**config.mk**
```make
export PLATFORM = sky130hd
export DESIGN_NAME = lock_input_ctrl_flat
export DESIGN_NICKNAME = d
export VERILOG_FILES = /design/src/rtl/lock_input_ctrl_if.sv /design/src/rtl/lock_input_ctrl.sv /design/src/flat_wrapper.sv
export SDC_FILE = /design/constraint.sdc
export NUM_CORES = 1
export LEC_CHECK = 0
export CAP_MARGIN = 20
export CORE_AREA = 2 2 52 54
export CTS_CLUSTER_DIAMETER = 60
export DETAILED_ROUTE_END_ITERATION = 12
export DIE_AREA = 0 0 54 56
export PLACE_DENSITY_LB_ADDON = 0.08
export SLEW_MARGIN = 20
export SYNTH_ARGS = -nofsm -noshare
export SYNTH_HDL_FRONTEND = slang
export SYNTH_SLANG_ARGS = --single-unit
```
**constraint.sdc**
```tcl
create_clock -name Clock -period 3.2 [get_ports Clock]
set_input_delay 0.64 -clock Clock [delete_from_list [all_inputs] [get_ports Clock]]
set_output_delay 0.64 -clock Clock [all_outputs]
set_load 0.02 [all_outputs]
```
**src/rtl/lock_input_ctrl_if.sv**
```systemverilog
// Board and lock-facing signals of the lock input controller.
// The master side is the controller; the slave side is the board pins plus the lock FSM.
interface lock_input_ctrl_if;
    logic [3:0] sw;
    logic       btn_enter_n;
    logic       btn_change_n;
    logic       OPEN;
    logic       NEW;
    logic       ALARM;
    logic [3:0] userpass;
    logic       enter;
    logic       change;
    logic       busy;
    logic [1:0] status;

    modport master (
        input  sw, btn_enter_n, btn_change_n, OPEN, NEW, ALARM,
        output userpass, enter, change, busy, status
    );

    modport slave (
        output sw, btn_enter_n, btn_change_n, OPEN, NEW, ALARM,
        input  userpass, enter, change, busy, status
    );
endinterface

```
**src/rtl/lock_input_ctrl.sv**
```systemverilog
// Debounces the enter/change buttons, issues one-cycle commands to the lock FSM
// and folds the lock's OPEN/NEW/ALARM response into a 2-bit status code.
module lock_input_ctrl #(
    parameter int DB_CYCLES   = 16,
    parameter int DB_W        = 5,
    parameter int RESP_CYCLES = 2
) (
    input  logic              Clock,
    input  logic              Resetn,
    lock_input_ctrl_if.master bus
);

    localparam int WAIT_W = (RESP_CYCLES > 1) ? $clog2(RESP_CYCLES) : 1;

    localparam logic [1:0] ST_NONE   = 2'b00;
    localparam logic [1:0] ST_ACCEPT = 2'b01;
    localparam logic [1:0] ST_REJECT = 2'b10;
    localparam logic [1:0] ST_ALARM  = 2'b11;

    typedef enum logic [2:0] {
        IDLE    = 3'd0,
        ISSUE   = 3'd1,
        WAIT    = 3'd2,
        REPORT  = 3'd3,
        LOCKOUT = 3'd4
    } state_t;

    // Bit 0 is the enter button, bit 1 the change button.
    logic [1:0] btn_raw;
    logic [1:0] press_evt;

    assign btn_raw = {bus.btn_change_n, bus.btn_enter_n};

    genvar gi;
    generate
        for (gi = 0; gi < 2; gi++) begin : g_btn
            logic            sync1_reg;
            logic            sync2_reg;
            logic            db_reg;
            logic            db_d_reg;
            logic            press_reg;
            logic [DB_W-1:0] cnt_reg;

            always_ff @(posedge Clock or negedge Resetn) begin
                if (!Resetn) begin
                    sync1_reg <= 1'b1;
                    sync2_reg <= 1'b1;
                    db_reg    <= 1'b1;
                    db_d_reg  <= 1'b1;
                    press_reg <= 1'b0;
                    cnt_reg   <= '0;
                end else begin
                    sync1_reg <= btn_raw[gi];
                    sync2_reg <= sync1_reg;
                    // Any cycle of agreement restarts the run; only an unbroken run commits.
                    if (sync2_reg == db_reg) begin
                        cnt_reg <= '0;
                    end else if (cnt_reg == DB_W'(DB_CYCLES - 1)) begin
                        db_reg  <= sync2_reg;
                        cnt_reg <= '0;
                    end else begin
                        cnt_reg <= cnt_reg + 1'b1;
                    end
                    db_d_reg  <= db_reg;
                    press_reg <= db_d_reg & ~db_reg;
                end
            end

            assign press_evt[gi] = press_reg;
        end
    endgenerate

    state_t            state_reg,    state_next;
    logic              op_reg,       op_next;      // 0 = enter, 1 = change
    logic [3:0]        userpass_reg, userpass_next;
    logic [1:0]        status_reg,   status_next;
    logic [WAIT_W-1:0] wait_reg,     wait_next;
    logic              enter_cmd;
    logic              change_cmd;
    logic              busy_flag;
    logic              resp_ok;

    always_ff @(posedge Clock or negedge Resetn) begin
        if (!Resetn) begin
            state_reg    <= IDLE;
            op_reg       <= 1'b0;
            userpass_reg <= 4'b0000;
            status_reg   <= ST_NONE;
            wait_reg     <= '0;
        end else begin
            state_reg    <= state_next;
            op_reg       <= op_next;
            userpass_reg <= userpass_next;
            status_reg   <= status_next;
            wait_reg     <= wait_next;
        end
    end

    assign resp_ok = op_reg ? bus.NEW : bus.OPEN;

    always_comb begin
        state_next    = state_reg;
        op_next       = op_reg;
        userpass_next = userpass_reg;
        status_next   = status_reg;
        wait_next     = wait_reg;
        enter_cmd     = 1'b0;
        change_cmd    = 1'b0;
        busy_flag     = 1'b0;

        case (state_reg)
            IDLE: begin
                if (bus.ALARM) begin
                    status_next = ST_ALARM;
                    state_next  = LOCKOUT;
                end else if (press_evt[0]) begin
                    userpass_next = bus.sw;
                    op_next       = 1'b0;
                    state_next    = ISSUE;
                end else if (press_evt[1]) begin
                    userpass_next = bus.sw;
                    op_next       = 1'b1;
                    state_next    = ISSUE;
                end
            end
            ISSUE: begin
                enter_cmd   = ~op_reg;
                change_cmd  = op_reg;
                busy_flag   = 1'b1;
                status_next = ST_NONE;
                wait_next   = WAIT_W'(RESP_CYCLES - 1);
                state_next  = WAIT;
            end
            WAIT: begin
                busy_flag = 1'b1;
                if (wait_reg == '0) begin
                    state_next = REPORT;
                end else begin
                    wait_next = wait_reg - 1'b1;
                end
            end
            REPORT: begin
                if (bus.ALARM) begin
                    status_next = ST_ALARM;
                    state_next  = LOCKOUT;
                end else begin
                    status_next = resp_ok ? ST_ACCEPT : ST_REJECT;
                    state_next  = IDLE;
                end
            end
            LOCKOUT: begin
                status_next = ST_ALARM;
            end
            default: begin
                state_next = IDLE;
            end
        endcase
    end

    assign bus.userpass = userpass_reg;
    assign bus.enter    = enter_cmd;
    assign bus.change   = change_cmd;
    assign bus.busy     = busy_flag;
    assign bus.status   = status_reg;

endmodule

```
**src/flat_wrapper.sv**
```systemverilog
// flat-port wrapper written by rule: the top's interface ports become plain ports
module lock_input_ctrl_flat 
#(
    parameter int DB_CYCLES   = 16,
    parameter int DB_W        = 5,
    parameter int RESP_CYCLES = 2
)
  (Clock, Resetn, bus_sw, bus_btn_enter_n, bus_btn_change_n, bus_OPEN, bus_NEW, bus_ALARM, bus_userpass, bus_enter, bus_change, bus_busy, bus_status);
  lock_input_ctrl_if bus_i ();
  input  logic Clock;
  input  logic Resetn;
  input wire logic [$bits(bus_i.sw)-1:0] bus_sw;
  input wire logic [$bits(bus_i.btn_enter_n)-1:0] bus_btn_enter_n;
  input wire logic [$bits(bus_i.btn_change_n)-1:0] bus_btn_change_n;
  input wire logic [$bits(bus_i.OPEN)-1:0] bus_OPEN;
  input wire logic [$bits(bus_i.NEW)-1:0] bus_NEW;
  input wire logic [$bits(bus_i.ALARM)-1:0] bus_ALARM;
  output wire logic [$bits(bus_i.userpass)-1:0] bus_userpass;
  output wire logic [$bits(bus_i.enter)-1:0] bus_enter;
  output wire logic [$bits(bus_i.change)-1:0] bus_change;
  output wire logic [$bits(bus_i.busy)-1:0] bus_busy;
  output wire logic [$bits(bus_i.status)-1:0] bus_status;
  assign bus_i.sw = bus_sw;
  assign bus_i.btn_enter_n = bus_btn_enter_n;
  assign bus_i.btn_change_n = bus_btn_change_n;
  assign bus_i.OPEN = bus_OPEN;
  assign bus_i.NEW = bus_NEW;
  assign bus_i.ALARM = bus_ALARM;
  assign bus_userpass = bus_i.userpass;
  assign bus_enter = bus_i.enter;
  assign bus_change = bus_i.change;
  assign bus_busy = bus_i.busy;
  assign bus_status = bus_i.status;
  lock_input_ctrl #(.DB_CYCLES(DB_CYCLES), .DB_W(DB_W), .RESP_CYCLES(RESP_CYCLES)) u_core (.Clock(Clock), .Resetn(Resetn), .bus(bus_i));
endmodule
```
==> reports/results.txt <==
Register area share after synthesis: 0.618
Worst slew pin tran: 367 ps
Most crowded layer after global routing: met2
Period utilization: 0.828
Met2 usage: 0.211
Synth top cells by count: 23 x dfrtp_1, 11 x nor2_1, 9 x o21ai_0
Worst Hold Class: reg2reg
Met3 GRT Util: 0.0726
All-Layer GR Usage: 0.156
Vias: 780
Area of the die: 3020 sq um
Final Max Tran Viols: 0
Max Fclk: 0.378 GHz
Critical path type: reg2out
GPL Wtd Cong: 0.716
Clock slew at reported path FFs: 90 ps
Async set or reset register ratio after synthesis: 1.00
Nets: 137
Run status: finished clean
Setup ws final: 552 ps
PostCTS Resize Cnt: 0
Starting density of the core: 0.523
Clk_lat worst skew: 320 ps
Hold Startpoint: u_core.g_btn[1].sync1_reg
Diode count: 0
Area leader, netlist: dfrtp_1
Post-synth EDFFs: 0
# port buffers: 19
Leakage: 0.698 nW
Maximum buffer depth of the clock tree: 2
CTS sink count: 31
Die height: 56 um
Post-CTS setup-driven buffer insertion count: 0
Setup TNS: 0 ps
Routed vias/inst: 5.03
Mean Syn Cell Area: 12.7 sq um
Detailed placement HPWL: 1330 um
R2R Path Start: u_core.state_reg[1]
DP Worst Slack: 868 ps
Clk_skew: 11.1 ps
Post-Syn Area: 1270 sq um
Antenna-violating nets left: 0
Worst-path cell with the longest stage delay: clkdlybuf4s50_1
Syn. warnings: 0
Layout cells sized above 1: 0.216
Num CTS Buffers: 5
FP Rows: 18
Layout area overhead: 21.4%
# Max-Cap Violations: 0
Die W: 54 um
# H-tree levels: 2
Initial antenna violation count: 0
Syn_nets: 113
Number of flip-flops in the largest register: 10
Largest cells by area after synthesis: dfrtp_1 45%, dfstp_2 17%, mux2_4 4.7%, xor2_1 4.1%, o21ai_0 3.5%
Clk root buf: clkbuf_4
Io pins: 20
DR DRC count: 0
Routed wire length: 1880 um
Pre-Repair DR Iteration Count: 4
Yosys cell types: 27
Largest stage delay on the critical path: 680 ps
#FFs+latches synth: 31
Slew headroom: 0.756
CP Launch Type: register
Area share of the largest cell type after synthesis: 0.452
First-pass GRT wire length: 3280 um
Total congestion overflow: 0
Max Fanout on Critical Path: 8
Critical Path Sink Type: output port
PD cells: 433 nW/um^2
Period minus WS final: 2650 ps
Worst Path Buf+Inv: 2
GRT met1 Usage: 0.199
Fin. Hold Viols: 0
Hold_buf cts: 0
CP cell instances: inv_1 > nor4b_1 > clkdlybuf4s50_1
Largest net degree at the start of global routing: 32
Worst Setup SP: u_core.state_reg[0]
Gate Count Post-Synth: 100
Worst EP arrival: 2010 ps
Wire per inst: 12.1 um
Peak supply drop: 0.000313 V
Critical path required time: 2560 ps
Ys flop type: dfrtp_1
Core area: 2430 sq um
CTS tree: built
Vias in the first global route: 763
RSZ-0062 raised after global routing: no
Initial DRC Count: 5
Count leader, synth: dfrtp_1
Final setup viols: 0
Top Family by Delay on Critical Path: buffers and inverters
[cells in the final DEF, fill, tap and decap left out, types with 3 or more instances in the layout]
master | synthesis | final
dfrtp_1 | 23 | 23
and2_1 | 3 | 3
xor2_1 | 6 | 6
dfstp_2 | 8 | 8
nor2_1 | 11 | 11
mux2_4 | 4 | 4
nand3_1 | 6 | 6
inv_1 | 4 | 4
a21oi_1 | 3 | 3
clkdlybuf4s50_1 | 0 | 19
o21ai_0 | 9 | 9
clkbuf_4 | 0 | 5
mux2_2 | 3 | 3
[area by class of cell]
cell class	instances	area, sq um
Timing Repair Buffer	20	198
Tap cell	30	37.5
Inverter	4	15.0
Clock inverter	1	5.00
Clock buffer	7	55.1
Fill cell	198	887
Sequential cell	31	786
Multi-Input combinational cell	62	449
[cell families after synthesis]
family          after synthesis  share of synthesized area
compound gates               15                     0.0728
xor+xnor                      7                     0.0482
fa+ha+maj                     2                     0.0197
buf+inv                       7                     0.0295
flops                        31                      0.617
mux                           7                     0.0737
simple gates                 31                      0.139
[per-layer routing]
metal  share of wire  up-vias  wire (um)
met5               0        -          0
met3           0.080        4        151
met4           0.027        0         50
met1            0.46      367        865
li1                -      387          -
met2            0.43       22        816
[report_power, final]
part	internal (mW)	switching (mW)	leakage [nW]	total, mW
registers	0.403	0.00565	0.384	0.408
clock network	0.106	0.120	0.0353	0.226
logic	0.0184	0.0163	0.279	0.0346
[per-stage QoR]
step | area [sq um] | hold WS (ps) | std cells | power, mW | utilization
after floorplan | 1270 | 344 | 100 | 0.426 | -
after global placement | 1490 | 346 | 147 | 0.450 | 0.611
after detailed placement | 1490 | 347 | 147 | 0.451 | 0.611
after CTS | 1550 | 360 | 155 | 0.683 | 0.635
after global routing | 1550 | 366 | 155 | 0.709 | 0.635
final | 1550 | 357 | 155 | 0.669 | 0.635
[worst paths after layout]
check	to	slack, ps	cells past startpoint
worst max-delay path	bus_change	550	3
min in group asynchronous	u_core.state_reg[1]	700	2
worst max register to register	u_core.bus.userpass[1]	1670	3
worst min-delay path	u_core.g_btn[1].sync2_reg	360	0
worst min register to register	u_core.g_btn[1].sync2_reg	360	0
max in group asynchronous	u_core.g_btn[1].db_reg	2180	2
(Power assumes the default switching activity.)
